$ cat src/rtl/bakraid_cen_ctrl_pkg.sv
// Shared constants, channel enumeration and reset ratios for the Bakraid clock-enable controller.
package bakraid_cen_pkg;

  localparam int NCH = 4;
  localparam int W   = 12;

  typedef enum logic [1:0] {
    CH_GP9001   = 2'd0,
    CH_GP9001X2 = 2'd1,
    CH_Z80      = 2'd2,
    CH_YMZ      = 2'd3
  } cen_ch_e;

  function automatic logic [W-1:0] def_n(input int ch);
    case (ch)
      int'(CH_GP9001):   def_n = W'(9);
      int'(CH_GP9001X2): def_n = W'(9);
      int'(CH_Z80):      def_n = W'(1);
      int'(CH_YMZ):      def_n = W'(441);
      default:           def_n = W'(0);
    endcase
  endfunction

  function automatic logic [W-1:0] def_m(input int ch);
    case (ch)
      int'(CH_GP9001):   def_m = W'(128);
      int'(CH_GP9001X2): def_m = W'(64);
      int'(CH_Z80):      def_m = W'(18);
      int'(CH_YMZ):      def_m = W'(2500);
      default:           def_m = W'(1);
    endcase
  endfunction

endpackage

$ cat src/rtl/bakraid_cen_ctrl_if.sv
// Ratio configuration port: write strobe with channel/n/m, answered by a registered ack/err pair.
interface bakraid_cen_ctrl_if;
  import bakraid_cen_pkg::*;

  logic         we;
  logic [1:0]   ch;
  logic [W-1:0] n;
  logic [W-1:0] m;
  logic         ack;
  logic         err;

  modport master (output we, ch, n, m, input ack, err);
  modport slave  (input we, ch, n, m, output ack, err);

endinterface

$ cat src/rtl/bakraid_cen_ctrl_chan.sv
// One fractional clock-enable channel: n/m accumulator, shadow ratio with deferred apply, CEN/CENB strobes.
module bakraid_cen_chan
  import bakraid_cen_pkg::*;
#(
  parameter logic [W-1:0] P_DEF_N = W'(1),
  parameter logic [W-1:0] P_DEF_M = W'(1)
) (
  input  logic         i_clk,
  input  logic         i_rst,
  input  logic         i_adv,
  input  logic         i_sync,
  input  logic         i_wr,
  input  logic [W-1:0] i_wr_n,
  input  logic [W-1:0] i_wr_m,
  output logic         o_cen,
  output logic         o_cenb,
  output logic         o_pending
);

  logic [W:0]   r_acc;
  logic [W-1:0] r_n, r_m, r_sh_n, r_sh_m;
  logic         r_pend, r_cen, r_cenb;

  logic [W:0] w_s, w_m, w_half;
  logic       w_run, w_wrap, w_apply;

  assign w_s    = r_acc + {1'b0, r_n};
  assign w_m    = {1'b0, r_m};
  assign w_half = {2'b00, r_m[W-1:1]};
  assign w_run  = i_adv && (r_n != '0);
  assign w_wrap = w_run && (w_s >= w_m);
  // A disabled channel has no wrap to wait for, so its shadow lands straight away.
  assign w_apply = r_pend && (w_wrap || (r_n == '0) || i_sync);

  // Accumulator, strobes, shadow ratio and pending flag.
  always_ff @(posedge i_clk) begin
    if (i_rst) begin
      r_acc  <= '0;
      r_n    <= P_DEF_N;
      r_m    <= P_DEF_M;
      r_sh_n <= P_DEF_N;
      r_sh_m <= P_DEF_M;
      r_pend <= 1'b0;
      r_cen  <= 1'b0;
      r_cenb <= 1'b0;
    end else begin
      if (i_wr) begin
        r_sh_n <= i_wr_n;
        r_sh_m <= i_wr_m;
      end
      // A write colliding with an apply is held: the old shadow goes active, pending stays up.
      r_pend <= i_wr || (r_pend && !w_apply);
      if (i_sync) begin
        r_acc  <= '0;
        r_cen  <= 1'b0;
        r_cenb <= 1'b0;
      end else begin
        r_cen  <= w_wrap;
        r_cenb <= w_run && (r_acc < w_half) && (w_s >= w_half) && (w_s < w_m);
        if (w_run) begin
          r_acc <= w_wrap ? (w_s - w_m) : w_s;
        end
      end
      if (w_apply) begin
        r_n   <= r_sh_n;
        r_m   <= r_sh_m;
        r_acc <= '0;
      end
    end
  end

  assign o_cen     = r_cen;
  assign o_cenb    = r_cenb;
  assign o_pending = r_pend;

endmodule

$ cat src/rtl/bakraid_cen_ctrl.sv
// Multi-channel fractional clock-enable controller on CLK96: config validation, ack/err, pause/step.
// Optional BAKRAID_CEN_PHASE_ALIGN_EN adds i_sync to clear and phase-align all channels.
module bakraid_cen_ctrl
  import bakraid_cen_pkg::*;
(
  input  logic              i_clk96,
  input  logic              i_reset96,
`ifdef BAKRAID_CEN_PHASE_ALIGN_EN
  input  logic              i_sync,
`endif
  input  logic              i_pause,
  input  logic              i_step,
  bakraid_cen_ctrl_if.slave io_cfg,
  output logic [NCH-1:0]    o_pending,
  output logic [NCH-1:0]    o_cen,
  output logic [NCH-1:0]    o_cenb
);

  logic r_ack, r_err;
  logic w_valid, w_adv, w_sync;

  assign w_valid = (io_cfg.m != '0) && (io_cfg.n <= io_cfg.m) && (32'(io_cfg.ch) < NCH);
  assign w_adv   = !i_pause || i_step;

`ifdef BAKRAID_CEN_PHASE_ALIGN_EN
  assign w_sync = i_sync;
`else
  assign w_sync = 1'b0;
`endif

  // Write acknowledge and rejection flag, one cycle after the strobe.
  always_ff @(posedge i_clk96) begin
    if (i_reset96) begin
      r_ack <= 1'b0;
      r_err <= 1'b0;
    end else begin
      r_ack <= io_cfg.we;
      r_err <= io_cfg.we && !w_valid;
    end
  end

  assign io_cfg.ack = r_ack;
  assign io_cfg.err = r_err;

  for (genvar g = 0; g < NCH; g++) begin : g_chan
    logic w_wr;
    assign w_wr = io_cfg.we && w_valid && (32'(io_cfg.ch) == g);

    bakraid_cen_chan #(
      .P_DEF_N (def_n(g)),
      .P_DEF_M (def_m(g))
    ) u_chan (
      .i_clk     (i_clk96),
      .i_rst     (i_reset96),
      .i_adv     (w_adv),
      .i_sync    (w_sync),
      .i_wr      (w_wr),
      .i_wr_n    (io_cfg.n),
      .i_wr_m    (io_cfg.m),
      .o_cen     (o_cen[g]),
      .o_cenb    (o_cenb[g]),
      .o_pending (o_pending[g])
    );
  end

endmodule

$ cat src/flat_wrapper.sv
// flat-port wrapper written by rule: the top's interface ports become plain ports
module bakraid_cen_ctrl_flat import bakraid_cen_pkg::*;
  (i_clk96, i_reset96, i_pause, i_step, o_pending, o_cen, o_cenb, io_cfg_we, io_cfg_ch, io_cfg_n, io_cfg_m, io_cfg_ack, io_cfg_err);
  bakraid_cen_ctrl_if io_cfg_i ();
  input  logic i_clk96;
  input  logic i_reset96;
  input  logic i_pause;
  input  logic i_step;
  output logic [NCH-1:0] o_pending;
  output logic [NCH-1:0] o_cen;
  output logic [NCH-1:0] o_cenb;
  input wire logic [$bits(io_cfg_i.we)-1:0] io_cfg_we;
  input wire logic [$bits(io_cfg_i.ch)-1:0] io_cfg_ch;
  input wire logic [$bits(io_cfg_i.n)-1:0] io_cfg_n;
  input wire logic [$bits(io_cfg_i.m)-1:0] io_cfg_m;
  output wire logic [$bits(io_cfg_i.ack)-1:0] io_cfg_ack;
  output wire logic [$bits(io_cfg_i.err)-1:0] io_cfg_err;
  assign io_cfg_i.we = io_cfg_we;
  assign io_cfg_i.ch = io_cfg_ch;
  assign io_cfg_i.n = io_cfg_n;
  assign io_cfg_i.m = io_cfg_m;
  assign io_cfg_ack = io_cfg_i.ack;
  assign io_cfg_err = io_cfg_i.err;
  bakraid_cen_ctrl u_core (.i_clk96(i_clk96), .i_reset96(i_reset96), .i_pause(i_pause), .i_step(i_step), .io_cfg(io_cfg_i), .o_pending(o_pending), .o_cen(o_cen), .o_cenb(o_cenb));
endmodule
$ cat config.mk
export PLATFORM = sky130hd
export DESIGN_NAME = bakraid_cen_ctrl_flat
export DESIGN_NICKNAME = d
export VERILOG_FILES = /design/src/rtl/bakraid_cen_ctrl_pkg.sv /design/src/rtl/bakraid_cen_ctrl_if.sv /design/src/rtl/bakraid_cen_ctrl_chan.sv /design/src/rtl/bakraid_cen_ctrl.sv /design/src/flat_wrapper.sv
export SDC_FILE = /design/constraint.sdc
export NUM_CORES = 1
export LEC_CHECK = 0
export CAP_MARGIN = 30
export CORE_UTILIZATION = 55
export DETAILED_ROUTE_END_ITERATION = 10
export GPL_TIMING_DRIVEN = 0
export PLACE_DENSITY = 0.83
export SLEW_MARGIN = 5
export SYNTH_ARGS = -nofsm -noshare
export SYNTH_HDL_FRONTEND = slang
export SYNTH_SLANG_ARGS = --single-unit
$ cat constraint.sdc
create_clock -name i_clk96 -period 4 [get_ports i_clk96]
set_input_delay 1 -clock i_clk96 [delete_from_list [all_inputs] [get_ports i_clk96]]
set_output_delay 1 -clock i_clk96 [all_outputs]
set_load 0.02 [all_outputs]
==> impl_metrics.csv <==
group,metric,value,unit
outcome,status,"complete, no violations",
synthesis,syn_avg_cell_area,8.82,µm²
placement,place_inst,2272,
setup_path,cp.required,4.42,ns
setup_path,worstPathMaxFanout,10,
clock_tree,clock-root-buffer,"clkbuf_16",
setup_path,cp.arrival,4.37,ns
floorplan,start_util,56.2,%
synthesis,synth.distinct_cells,66,
pwr,power_density,687,mW/mm²
global_route,antenna_found_initial,1,
global_route,grt_start_max_net_pins,16,
drt,drc,0,
global_route,grt_use_total,29.5,%
clock_tree,htreeDepth,1,
synthesis,yosysSeqAreaShare,31.7,%
timing,final_max_slew_viol_count,0,
setup_path,crit_slowest_cell,"dfxtp_4",
hold_path,hold_path_class,"register to register",
pwr,power.leakage,8.68,nW
clock_tree,cts_sinks,258,
layout,drive_gt1_share,16.3,%
setup_path,slowest_delay,0.37,ns
synthesis,synth_edf_count,0,
timing,setup_tns,0,ns
synthesis,synth_xor_area_share,3.88,%
timing,rsz0062_at_grt,"yes",
synthesis,yosysTopAreaCellShare,31.7,%
timing,fin_crit,3.95,ns
synthesis,synthAdderAreaFrac,15.8,%
timing,max_freq,253,MHz
clock_tree,path_clk_slew,0.07,ns
synthesis,syn_inst,1844,
layout,final_nets,2215,
drt,drtIter0Drc,1265,
synthesis,yosys.area_share.simple,14.9,%
synthesis,synth_top_family_by_area,"compound AO/OA/AOI/OAI gates",
synthesis,syn_nets,2075,
drt,wl_per_cell,19.9,µm
timing,skew,0.00945,ns
floorplan,die_w,174,µm
setup_path,cp-end-kind,"register",
synthesis,yosys_warnings,0,
drt,via_count,14600,
layout,final_common_cell,"nor2_1",
floorplan,coreArea,0.0289,mm²
clock_tree,insertion_delay,0.55,ns
synthesis,ys.flop_type,"dfxtp_1",
layout,layout_common_cells,"nor2_1, dfxtp_1, mux2i_1",
global_route,gr-total-overflow,0,
synthesis,synth.area.top_cells,"dfxtp_1, ha_1, mux2i_1, nor2_1, a21oi_1",
floorplan,num_rows,62,
placement,port_buffers,44,
floorplan,die_h,174,µm
synthesis,synthMuxAreaShare,12.9,%
timing,relSlewSlack,31.9,%
floorplan,ioPinCount,45,
placement,dp_slack,-0.797,ns
global_route,grt_pass1_wl,72400,µm
drt,vias_per_cell,6.11,
timing,setup_ws,0.0481,ns
drt,dr.pass1.iters,5,
timing,setup_viol,0,
clock_tree,numCtsBuffers,27,
synthesis,synthArstFlopShare,0,%
drt,routed_wl,47600,µm
timing,final.period_utilization,98.8,%
setup_path,path_cells,"ha_4 -> a2111oi_4 -> o211ai_1 -> and3_1 -> nor2_2 -> inv_1 -> a21oi_2 -> xnor2_2 -> ha_4 -> nand2_2 -> nor2_1 -> a21oi_2 -> o21ai_4 -> a21oi_4 -> nand2_2 -> o211ai_4 -> buf_12 -> buf_12 -> mux2i_2 -> nor2_1",
flow_run,drv_cap,0,
global_route,grt_pass1_vias,14200,
timing,worstMarginPinSlew,1.02,ns
clock_tree,clock_path_buffers,3,
synthesis,synth-seq-cells,258,
pwr,ir_drop,351,µV
synthesis,synthesis.area,0.0163,mm²
drt,ant_nets,0,
clock_tree,hold_buffers,0,
setup_path,criticalPathCategory,"register to register",
layout,syn2layout_area_growth,21.5,%
synthesis,synth.largest_area_cell,"dfxtp_1",
setup_path,critPathLaunchType,"register",
clock_tree,cts_tree,"done",
placement,gp_congestion,0.963,
timing,hold_viol,0,
synthesis,synth_compound_area_share,16.0,%
layout,instances_no_fill,2390,
placement,hpwl,32600,µm
floorplan,fp.dieArea,0.0303,mm²
layout make-up:
class / count / area (µm²)
timing repair buffer: 112 / 1030
inverter: 101 / 379
sequential: 258 / 5200
antenna: 1 / 2.50
tap: 384 / 480
clock inverter: 14 / 173
multi-input combinational: 1409 / 11300
fill: 2065 / 9170
clock buffer: 36 / 749
buffer: 75 / 500
stage by stage:
| step | instance area [µm²] | total power [mW] | hold slack [ns] | utilization [%] |
|---|---|---|---|---|
| finish | 19800 | 13.6 | 0.481 | 68.3 |
| global route | 19800 | 14.4 | 0.490 | 68.3 |
| CTS | 18900 | 12.5 | 0.476 | 65.1 |
| detailed placement | 17200 | 9.28 | 0.460 | 59.4 |
| global placement | 17200 | 9.04 | 0.453 | 59.4 |
| floorplan | 16300 | 7.96 | 0.441 | - |
what timing repair did:
action                     4_1_cts  5_1_grt
cloned                           1        1
resized for setup              104      134
setup buffers                   30       35
pin swaps                       30       71
setup endpoints to repair      184      214
cells in the mapped netlist (6+ instances only):
cell type	instances
nor2_1	278
dfxtp_1	258
mux2i_1	206
ha_1	192
inv_1	100
nand2_1	100
a21oi_1	97
o21ai_0	67
xnor2_1	51
a21o_1	45
a211oi_1	40
clkbuf_1	40
nor3_1	26
nand2b_1	25
nand3_1	24
o211ai_1	24
nor4_1	21
xor2_1	21
buf_4	20
o21a_1	19
nand4_1	17
nor2b_1	17
a31oi_1	15
a211oi_2	12
buf_2	12
or3_1	10
and3_1	9
a2111oi_0	8
fa_1	8
o21ai_1	7
and2_1	6
o21bai_1	6
critical path: cells and delay by family, from the launching register on:
kind	cells	cell delay [ns]
and+or+nand+nor	6	0.64
adders and majority gates	2	0.56
xor gates and xnor gates	1	0.21
DFF	1	0.37
buffers and inverters	3	0.37
muxes	1	0.25
AOI/OAI and AO/OA	7	1.43
flip-flops by register name, indices dropped and copies added, names as in the netlist:
name	cells
u_core.g_chan.u_chan.o_cen	4
u_core.g_chan.u_chan.o_cenb	4
u_core.g_chan.u_chan.o_pending	4
u_core.g_chan.u_chan.r_acc	52
u_core.g_chan.u_chan.r_m	48
u_core.g_chan.u_chan.r_n	48
u_core.g_chan.u_chan.r_sh_m	48
u_core.g_chan.u_chan.r_sh_n	48
u_core.io_cfg.ack	1
u_core.io_cfg.err	1
report_power, final:
| group | internal (mW) | switching, mW |
|---|---|---|
| registers | 2.86 | 0.266 |
| logic | 3.64 | 4.19 |
| clock network | 1.52 | 1.11 |
cells by family after synthesis:
group | after synthesis
adder cells (fa/ha/maj) | 200
multiplexers | 209
flip-flops | 258
AND/OR/NAND/NOR | 547
XOR/XNOR | 72
AO/OA/AOI/OAI | 381
buffers and inverters | 177
path summary, 6_finish.rpt:
| path | from | endpoint | slack, ns | cells past startpoint |
|---|---|---|---|---|
| worst max-delay path | u_core.g_chan[0].u_chan.r_acc[5] | u_core.g_chan[0].u_chan.r_m[3] | 0.05 | 20 |
| worst min-delay path | u_core.g_chan[3].u_chan.r_sh_m[11] | u_core.g_chan[3].u_chan.r_sh_m[11] | 0.48 | 2 |
| worst max register to register | u_core.g_chan[0].u_chan.r_acc[5] | u_core.g_chan[0].u_chan.r_m[3] | 0.05 | 20 |
| worst min register to register | u_core.g_chan[3].u_chan.r_sh_m[11] | u_core.g_chan[3].u_chan.r_sh_m[11] | 0.48 | 2 |
metal layers:
| metal | part of all wire (%) | track usage [%] | up-vias |
|---|---|---|---|
| met3 | 7.1 | 4.20 | 139 |
| met2 | 48 | 49.9 | 615 |
| met4 | 3.8 | 12.4 | 0 |
| li1 | - | - | 6852 |
| met1 | 41 | 37.4 | 6994 |
| met5 | 0 | 0 | - |
No activity file was read; power rests on OpenSTA's default activity.
